## src/rtl/bin2bcd_serial.sv

```systemverilog
// Purpose: iterative double-dabble binary-to-packed-BCD converter feeding the seven-segment digit stage.
// Latency: result valid WIDTH edges after the accepting edge; next accept no sooner than WIDTH+2 edges apart.
// Backpressure: result held on out_valid until out_ready; in_ready stays low until then (no queuing).
module bin2bcd_serial #(
    parameter int WIDTH  = 8,
    parameter int DIGITS = 3
) (
    input  logic                  clk_5MHz,
    input  logic                  reset_n,
    input  logic [WIDTH-1:0]      bin_in,
    input  logic                  in_valid,
    output logic                  in_ready,
    output logic [4*DIGITS-1:0]   bcd_out,
    output logic                  overflow,
    output logic                  out_valid,
    input  logic                  out_ready,
    output logic                  busy
);

    localparam int CW = $clog2(WIDTH + 1);
    localparam int AW = 4 * DIGITS;
    localparam logic [CW-1:0] CNT_LOAD = CW'(WIDTH);
    localparam logic [CW-1:0] CNT_LAST = CW'(1);

    typedef enum logic [1:0] {
        IDLE  = 2'd0,
        SHIFT = 2'd1,
        DONE  = 2'd2
    } state_t;

    state_t            state;
    logic [CW-1:0]     cnt;
    logic [WIDTH-1:0]  sr;
    logic [AW-1:0]     acc;

    logic [AW-1:0]     acc_adj;
    logic [AW-1:0]     acc_shl;
    logic [WIDTH-1:0]  sr_shl;
    logic              carry;

    // Per-digit +3 correction, then one-bit left shift of {accumulator, shift register}.
    // The bit leaving the top digit is exactly the carry into a digit we do not keep,
    // so dropping it yields value mod 10^DIGITS and flags overflow.
    always_comb begin
        acc_adj = acc;
        for (int d = 0; d < DIGITS; d++) begin
            if (acc[4*d +: 4] >= 4'd5) begin
                acc_adj[4*d +: 4] = acc[4*d +: 4] + 4'd3;
            end
        end
        carry   = acc_adj[AW-1];
        acc_shl = {acc_adj[AW-2:0], sr[WIDTH-1]};
        sr_shl  = sr << 1;
    end

    // Control FSM with all handshake outputs and the result registered.
    always_ff @(posedge clk_5MHz or negedge reset_n) begin
        if (!reset_n) begin
            state     <= IDLE;
            in_ready  <= 1'b0;
            out_valid <= 1'b0;
            busy      <= 1'b0;
            bcd_out   <= '0;
            overflow  <= 1'b0;
            cnt       <= '0;
            sr        <= '0;
            acc       <= '0;
        end else begin
            case (state)
                IDLE: begin
                    // in_ready is low only on the first edge after reset release.
                    if (!in_ready) begin
                        in_ready <= 1'b1;
                    end else if (in_valid) begin
                        sr       <= bin_in;
                        acc      <= '0;
                        overflow <= 1'b0;
                        cnt      <= CNT_LOAD;
                        state    <= SHIFT;
                        in_ready <= 1'b0;
                        busy     <= 1'b1;
                    end
                end
                SHIFT: begin
                    acc <= acc_shl;
                    sr  <= sr_shl;
                    cnt <= cnt - CW'(1);
                    if (carry) begin
                        overflow <= 1'b1;
                    end
                    if (cnt == CNT_LAST) begin
                        state     <= DONE;
                        out_valid <= 1'b1;
                        busy      <= 1'b0;
                        bcd_out   <= acc_shl;
                    end
                end
                DONE: begin
                    if (out_ready) begin
                        state     <= IDLE;
                        out_valid <= 1'b0;
                        in_ready  <= 1'b1;
                    end
                end
                default: begin
                    state     <= IDLE;
                    in_ready  <= 1'b0;
                    out_valid <= 1'b0;
                    busy      <= 1'b0;
                end
            endcase
        end
    end

endmodule
```

## config.mk

```make
export PLATFORM = sky130hd
export DESIGN_NAME = bin2bcd_serial
export DESIGN_NICKNAME = d
export VERILOG_FILES = /design/src/rtl/bin2bcd_serial.sv
export SDC_FILE = /design/constraint.sdc
export NUM_CORES = 1
export LEC_CHECK = 0
export BUFFER_PORTS_ARGS = -buffer_cell sky130_fd_sc_hd__buf_2
export CAP_MARGIN = 20
export CORE_UTILIZATION = 40
export DETAILED_ROUTE_END_ITERATION = 8
export PLACE_DENSITY = 0.69
export SLEW_MARGIN = 20
export SYNTH_ARGS = -nofsm -noshare
export SYNTH_HDL_FRONTEND = slang
export SYNTH_SLANG_ARGS = --single-unit
```

## constraint.sdc

```tcl
create_clock -name clk_5MHz -period 1.7 [get_ports clk_5MHz]
set_input_delay 0.255 -clock clk_5MHz [delete_from_list [all_inputs] [get_ports clk_5MHz]]
set_output_delay 0.255 -clock clk_5MHz [all_outputs]
set_load 0.02 [all_outputs]
```

==> impl_metrics.env, run 1 <==
export IMPL_firstDrtPassIters=5
export IMPL_multi_input_area_um2=826
export IMPL_synthFlopType="dfrtp_1"
export IMPL_synth_nets=211
export IMPL_worstPathArrival_ns=1.85
export IMPL_whs_ns=0.161
export IMPL_cts_buffers=5
export IMPL_cp_cell_sequence="inv_1 > ha_2 > nand2b_1 > a21oi_2 > mux2i_2 > mux2_2"
export IMPL_drv_cap=0
export IMPL_core_um2=4750
export IMPL_antenna_found_initial=0
export IMPL_antennaDiodeCount=0
export IMPL_drtIter0Drc=67
export IMPL_antenna_left=0
export IMPL_slew_viol_final=0
export IMPL_finalWeightedCongestion=0.752
export IMPL_grt_overflow=0
export IMPL_hold_path_class="input port to flop"
export IMPL_finalWorstSetupSlack_ns=0.101
export IMPL_placed_area_um2=2210
export IMPL_io_pins=28
export IMPL_worstSetupEndpointType="flop"
export IMPL_grtUsageTotal=0.161
export IMPL_syn_inst=191
export IMPL_relSlewSlack=0.672
export IMPL_chipWidth_um=72.4
export IMPL_final_seq_area_um2=1050
export IMPL_die_h_um=72.4
export IMPL_rows=25
export IMPL_max_freq_ghz=0.625
export IMPL_status="finished, final reports clean"
export IMPL_cp_max_fo=5
export IMPL_power_frac_clock=0.170
export IMPL_place_hpwl_um=2480
export IMPL_power_frac_seq=0.388
export IMPL_ir_drop_v=0.00114
export IMPL_synth_most_common_cell="dfrtp_1"
export IMPL_tns_ns=0
export IMPL_power_total_mw=4.45
export IMPL_syn_area_per_cell_um2=10.4
export IMPL_p_leak_nw=1.15
export IMPL_ys_seq_elements=42
export IMPL_p_switching_mw=1.79
export IMPL_switching_share=0.403
export IMPL_nets=244
export IMPL_cts_buffer_depth=2
export IMPL_grt_pass1_vias=1409
export IMPL_post_route_period_util=0.941
export IMPL_preCtsSetupSlack_ns=0.0841
export IMPL_clock_skew_ns=0.00942
export IMPL_routed_wl_um=3670
export IMPL_p_per_area_nw_per_um2=1890
export IMPL_period_needed_ns=1.60
export IMPL_synth_distinct_cells=29
export IMPL_drc_errors=0
export IMPL_drive_gt1_frac=0.244
export IMPL_ys_warn_count=0
export IMPL_synth_top_area_frac=0.530
export IMPL_wl_per_cell_um=12.6
export IMPL_cp_start_kind="flop"
export IMPL_start_util=0.417
export IMPL_cpMaxStageDelayCell="dfrtp_1"
export IMPL_clkSinkCount=42
export IMPL_post_cts_buffers=0
export IMPL_synth_edf_count=0
export IMPL_ys_seq_area_frac=0.530
export IMPL_synthTopCellsByArea="dfrtp_1 (53%), o21ai_0 (6.3%), ha_1 (5.1%), nand2_1 (4.2%), a222oi_1 (3.0%)"
export IMPL_hold_violations=0
export IMPL_critical_path_class="flop to flop"
export IMPL_dp_cells=283
export IMPL_cts_tree="done"
export IMPL_n_fill_cell=463
export IMPL_final_area_um2=2350
export IMPL_internal_power_mw=2.66
export IMPL_stdcell_count=292
export IMPL_vias=1462
export IMPL_post_route_util=0.494
export IMPL_rsz0062_at_grt="false"
export IMPL_viasPerCell=5.01
export IMPL_htree_levels=2
export IMPL_clk_latency_ns=0.31
export IMPL_grt_max_degree=24
export IMPL_clkTransAtPathRegs_ns=0.08
export IMPL_worst_pin_slew_ns=0.491
export IMPL_setup_violations_final=0
export IMPL_portBuffers=27
export IMPL_crit_required_ns=1.95
export IMPL_synth_area_um2=1980
export IMPL_area_delta_synth_final_pct=18.5
export IMPL_dieArea_um2=5240
export IMPL_p_comb_frac=0.442
export IMPL_cts_root_buf="clkbuf_8"
export IMPL_postSynth_asyncResetShare=1.00
export IMPL_grt_pass1_wl_um=6330
export IMPL_crit_path_max_incr_delay_ns=0.40
export IMPL_synth_top_cell_by_area="dfrtp_1"
export IMPL_synth_common_cells="dfrtp_1 (42), o21ai_0 (25), nand2_1 (22), inv_1 (16), a21oi_1 (10)"
## path summary, 6_finish.rpt
path | start | to | slack [ns] | cells after the start
worst max register to register | acc[9] | bcd_out[10] | 0.10 | 6
min in group asynchronous | reset_n | bcd_out[9] | 0.43 | 2
max in group asynchronous | reset_n | out_valid | 0.78 | 3
worst max-delay path | acc[9] | bcd_out[10] | 0.10 | 6
worst min-delay path | bin_in[3] | sr[3] | 0.16 | 3
worst min register to register | bcd_out[8] | bcd_out[8] | 0.48 | 2
## registers in the layout, summed over array words and instances (netlist names)
| signal | count |
|---|---|
| state | 2 |
| acc | 12 |
| in_ready | 1 |
| cnt | 4 |
| bcd_out | 12 |
| sr | 8 |
| out_valid | 1 |
| busy | 1 |
| overflow | 1 |
## worst max-delay path: cells and delay by family (launching register included)
kind | cells | cell delay (ns)
AOI/OAI and AO/OA | 1 | 0.23
and+or+nand+nor | 1 | 0.10
DFF | 1 | 0.40
adders and majority gates | 1 | 0.24
buffers and inverters | 1 | 0.13
muxes | 2 | 0.44
## repair_timing
| action | 4_1_cts | 5_1_grt |
|---|---|---|
| gates resized for setup | 0 | 5 |
| endpoints found under the setup margin | 0 | 6 |
| hold buffers | 1 | 0 |
| hold endpoints to repair | 19 | 0 |
## kinds of logic after synthesis
logic type | count (synthesis) | share of synthesized area
compound gates | 50 | 0.158
buf+inv | 26 | 0.0619
fa+ha+maj | 8 | 0.0505
simple gates | 51 | 0.129
mux | 9 | 0.0486
flops | 42 | 0.530
xor+xnor | 5 | 0.0221
## power by group through the flow
stage	Clock, mW	Combinational [mW]	Sequential (mW)
floorplan	0	1.30	1.86
global placement	0	1.88	1.73
detailed placement	0	1.93	1.74
CTS	0.770	1.96	1.72
global route	0.812	2.21	1.79
finish	0.756	1.97	1.72
## final cells by class
cell class,instances,share of cell area
Tap cell,67,0.0357
Sequential cell,42,0.448
Timing Repair Buffer,36,0.0927
Inverter,16,0.0256
Clock buffer,8,0.0469
Multi-Input combinational cell,123,0.352
## cell usage in the layout (no fill, tap or decap), types with 6 or more instances in the layout
cell / count
dfrtp_1: 42
buf_2: 27
o21ai_0: 25
nand2_1: 22
inv_1: 16
clkbuf_8: 8
nor3b_1: 7
a21oi_1: 7
ha_1: 7
buf_4: 7
a22o_1: 6
a222oi_1: 6
## layer usage
metal,GRT usage,share of wire,vias to the layer above
met3,0.0542,0.048,9
met5,0,0,-
met2,0.263,0.46,32
met1,0.192,0.46,694
li1,-,-,727
met4,0.0763,0.024,0
Power figures use the tool's default switching activity.
==> run 2, diff against run 1 <==
Settings changed: RECOVER_POWER set to 25.
==> run 2 against run 1 <==
Clock power about the same. Routed wire length down 0.16%. Final area fell by 0.43%. Critical path depth unchanged. Sequential share of layout area is 0.19 points higher. Combinational power barely moved. Fmax barely moved. First-iteration DRC count stayed put. Die area is the same. Sequential power about the same. Critical endpoint unchanged.
==> impl_metrics.env, run 2 (synthesis gave the netlist of run 1 again) <==
export IMPL_status="finished, final reports clean"
export IMPL_cp_cell_sequence="inv_1 > ha_2 > nand2b_1 > a21oi_2 > mux2i_2 > mux2_2"
export IMPL_final_common_cell="dfrtp_1"
export IMPL_clkTransAtPathRegs_ns=0.08
export IMPL_place_hpwl_um=2480
export IMPL_min_delay_start="bin_in[3]"
export IMPL_grtUsageTotal=0.161
export IMPL_cts_root_buf="clkbuf_8"
export IMPL_grt_pass1_wl_um=6330
export IMPL_wl_per_cell_um=12.6
export IMPL_critical_path_class="flop to flop"
export IMPL_finalWeightedCongestion=0.752
export IMPL_r2r_start="acc[9]"
export IMPL_relSlewSlack=0.269
export IMPL_routed_wl_um=3670
export IMPL_clock_skew_ns=0.00942
export IMPL_grt_max_degree=24
export IMPL_htree_levels=2
export IMPL_hold_violations=0
export IMPL_drive_gt1_frac=0.240
export IMPL_slew_viol_final=0
export IMPL_worstSetupEndpointType="flop"
export IMPL_io_pins=28
export IMPL_crit_path_max_incr_delay_ns=0.40
export IMPL_dp_cells=283
export IMPL_dieArea_um2=5240
export IMPL_cts_tree="done"
export IMPL_rsz0062_at_grt="false"
export IMPL_hold_depth=3
export IMPL_clkSinkCount=42
export IMPL_vias=1459
export IMPL_finalWorstSetupSlack_ns=0.101
export IMPL_top_regs="acc x12, bcd_out x12, sr x8"
export IMPL_portBuffers=27
export IMPL_antenna_found_initial=0
export IMPL_max_freq_ghz=0.625
export IMPL_viasPerCell=5.00
export IMPL_preCtsSetupSlack_ns=0.0841
export IMPL_setup_violations_final=0
export IMPL_grt_pass1_vias=1409
export IMPL_firstDrtPassIters=4
export IMPL_power_total_mw=4.44
export IMPL_drv_cap=0
export IMPL_cts_buffers=5
export IMPL_worstPathArrival_ns=1.85
export IMPL_r2r_end="bcd_out[10]"
export IMPL_post_route_period_util=0.941
export IMPL_cpMaxStageDelayCell="dfrtp_1"
export IMPL_area_delta_synth_final_pct=18.0
export IMPL_min_to="sr[3]"
export IMPL_crit_required_ns=1.95
export IMPL_drc_errors=0
export IMPL_tns_ns=0
export IMPL_antennaDiodeCount=0
export IMPL_cp_start_kind="flop"
export IMPL_cts_buffer_depth=2
export IMPL_drtIter0Drc=67
export IMPL_ff2ff_path_depth=6
export IMPL_layout_common_cells="dfrtp_1 (42), buf_2 (26), o21ai_0 (25)"
export IMPL_clk_latency_ns=0.31
export IMPL_nets=244
export IMPL_period_needed_ns=1.60
export IMPL_core_um2=4750
export IMPL_stdcell_count=292
export IMPL_hold_path_class="input port to flop"
export IMPL_ir_drop_v=0.00115
export IMPL_p_leak_nw=1.15
export IMPL_die_h_um=72.4
export IMPL_rows=25
export IMPL_worst_r2r_setup_slack_ns=0.10
export IMPL_chipWidth_um=72.4
export IMPL_start_util=0.417
export IMPL_worst_pin_slew_ns=1.10
export IMPL_antenna_left=0
export IMPL_p_per_area_nw_per_um2=1900
export IMPL_cp_max_fo=5
export IMPL_grt_overflow=0
[run 2: cell types whose count changed in the layout (fill, tap and decap cells not counted), sizes merged]
cell	previous run	this run
buf	35	34
clkbuf	8	9
[run 2: worst max-delay path by stage]
stage / from / end / cells past startpoint
finish: acc[9] / bcd_out[10] / 6
global route: reset_n / cnt[0] / 3
CTS: acc[9] / bcd_out[10] / 6
detailed placement: acc[8] / bcd_out[10] / 6
global placement: acc[0] / bcd_out[2] / 6
floorplan: cnt[1] / bcd_out[0] / 6
[run 2: layout make-up]
| class | count | area, µm² |
|---|---|---|
| flip-flops and latches | 42 | 1050 |
| well taps | 67 | 83.8 |
| clock buffers | 8 | 110 |
| fillers | 465 | 2420 |
| inverters | 16 | 60.1 |
| repair buffers | 36 | 208 |
| multi-input cells | 123 | 826 |
[run 2: where the power goes]
part	internal (mW)	leakage [nW]	switching, mW
Clock	0.410	0.0575	0.346
Sequential	1.41	0.534	0.315
Combinational	0.836	0.554	1.13
[run 2: through the flow]
| step | hold slack (ns) | util | instance area [µm²] |
|---|---|---|---|
| 6_report | 0.160 | 0.492 | 2340 |
| 5_1_grt | 0.159 | 0.492 | 2340 |
| 4_1_cts | 0.156 | 0.490 | 2330 |
| 3_5_place_dp | 0.246 | 0.465 | 2210 |
| 3_3_place_gp | 0.242 | 0.465 | 2210 |
| 2_1_floorplan | -0.0406 | - | 1980 |
[run 2: what timing repair did]
action	in CTS	in global routing
hold endpoints to repair	19	0
buffers inserted	0	0
gates resized for setup	0	5
hold buffers	1	0
setup endpoints to repair	0	6
[run 2: routing by layer]
metal / global-route usage / wire [µm] / vias up
met5: 0 / 0 / -
met4: 0.0763 / 88 / 0
met3: 0.0542 / 178 / 9
met2: 0.263 / 1690 / 32
met1: 0.192 / 1710 / 691
li1: - / - / 727
[run 2: critical path: cells and delay by family, from the launching register on]
kind | cells | cell delay (ns)
and+or+nand+nor | 1 | 0.10
muxes | 2 | 0.44
adders and majority gates | 1 | 0.24
buffers and inverters | 1 | 0.13
DFF | 1 | 0.40
AOI/OAI and AO/OA | 1 | 0.23
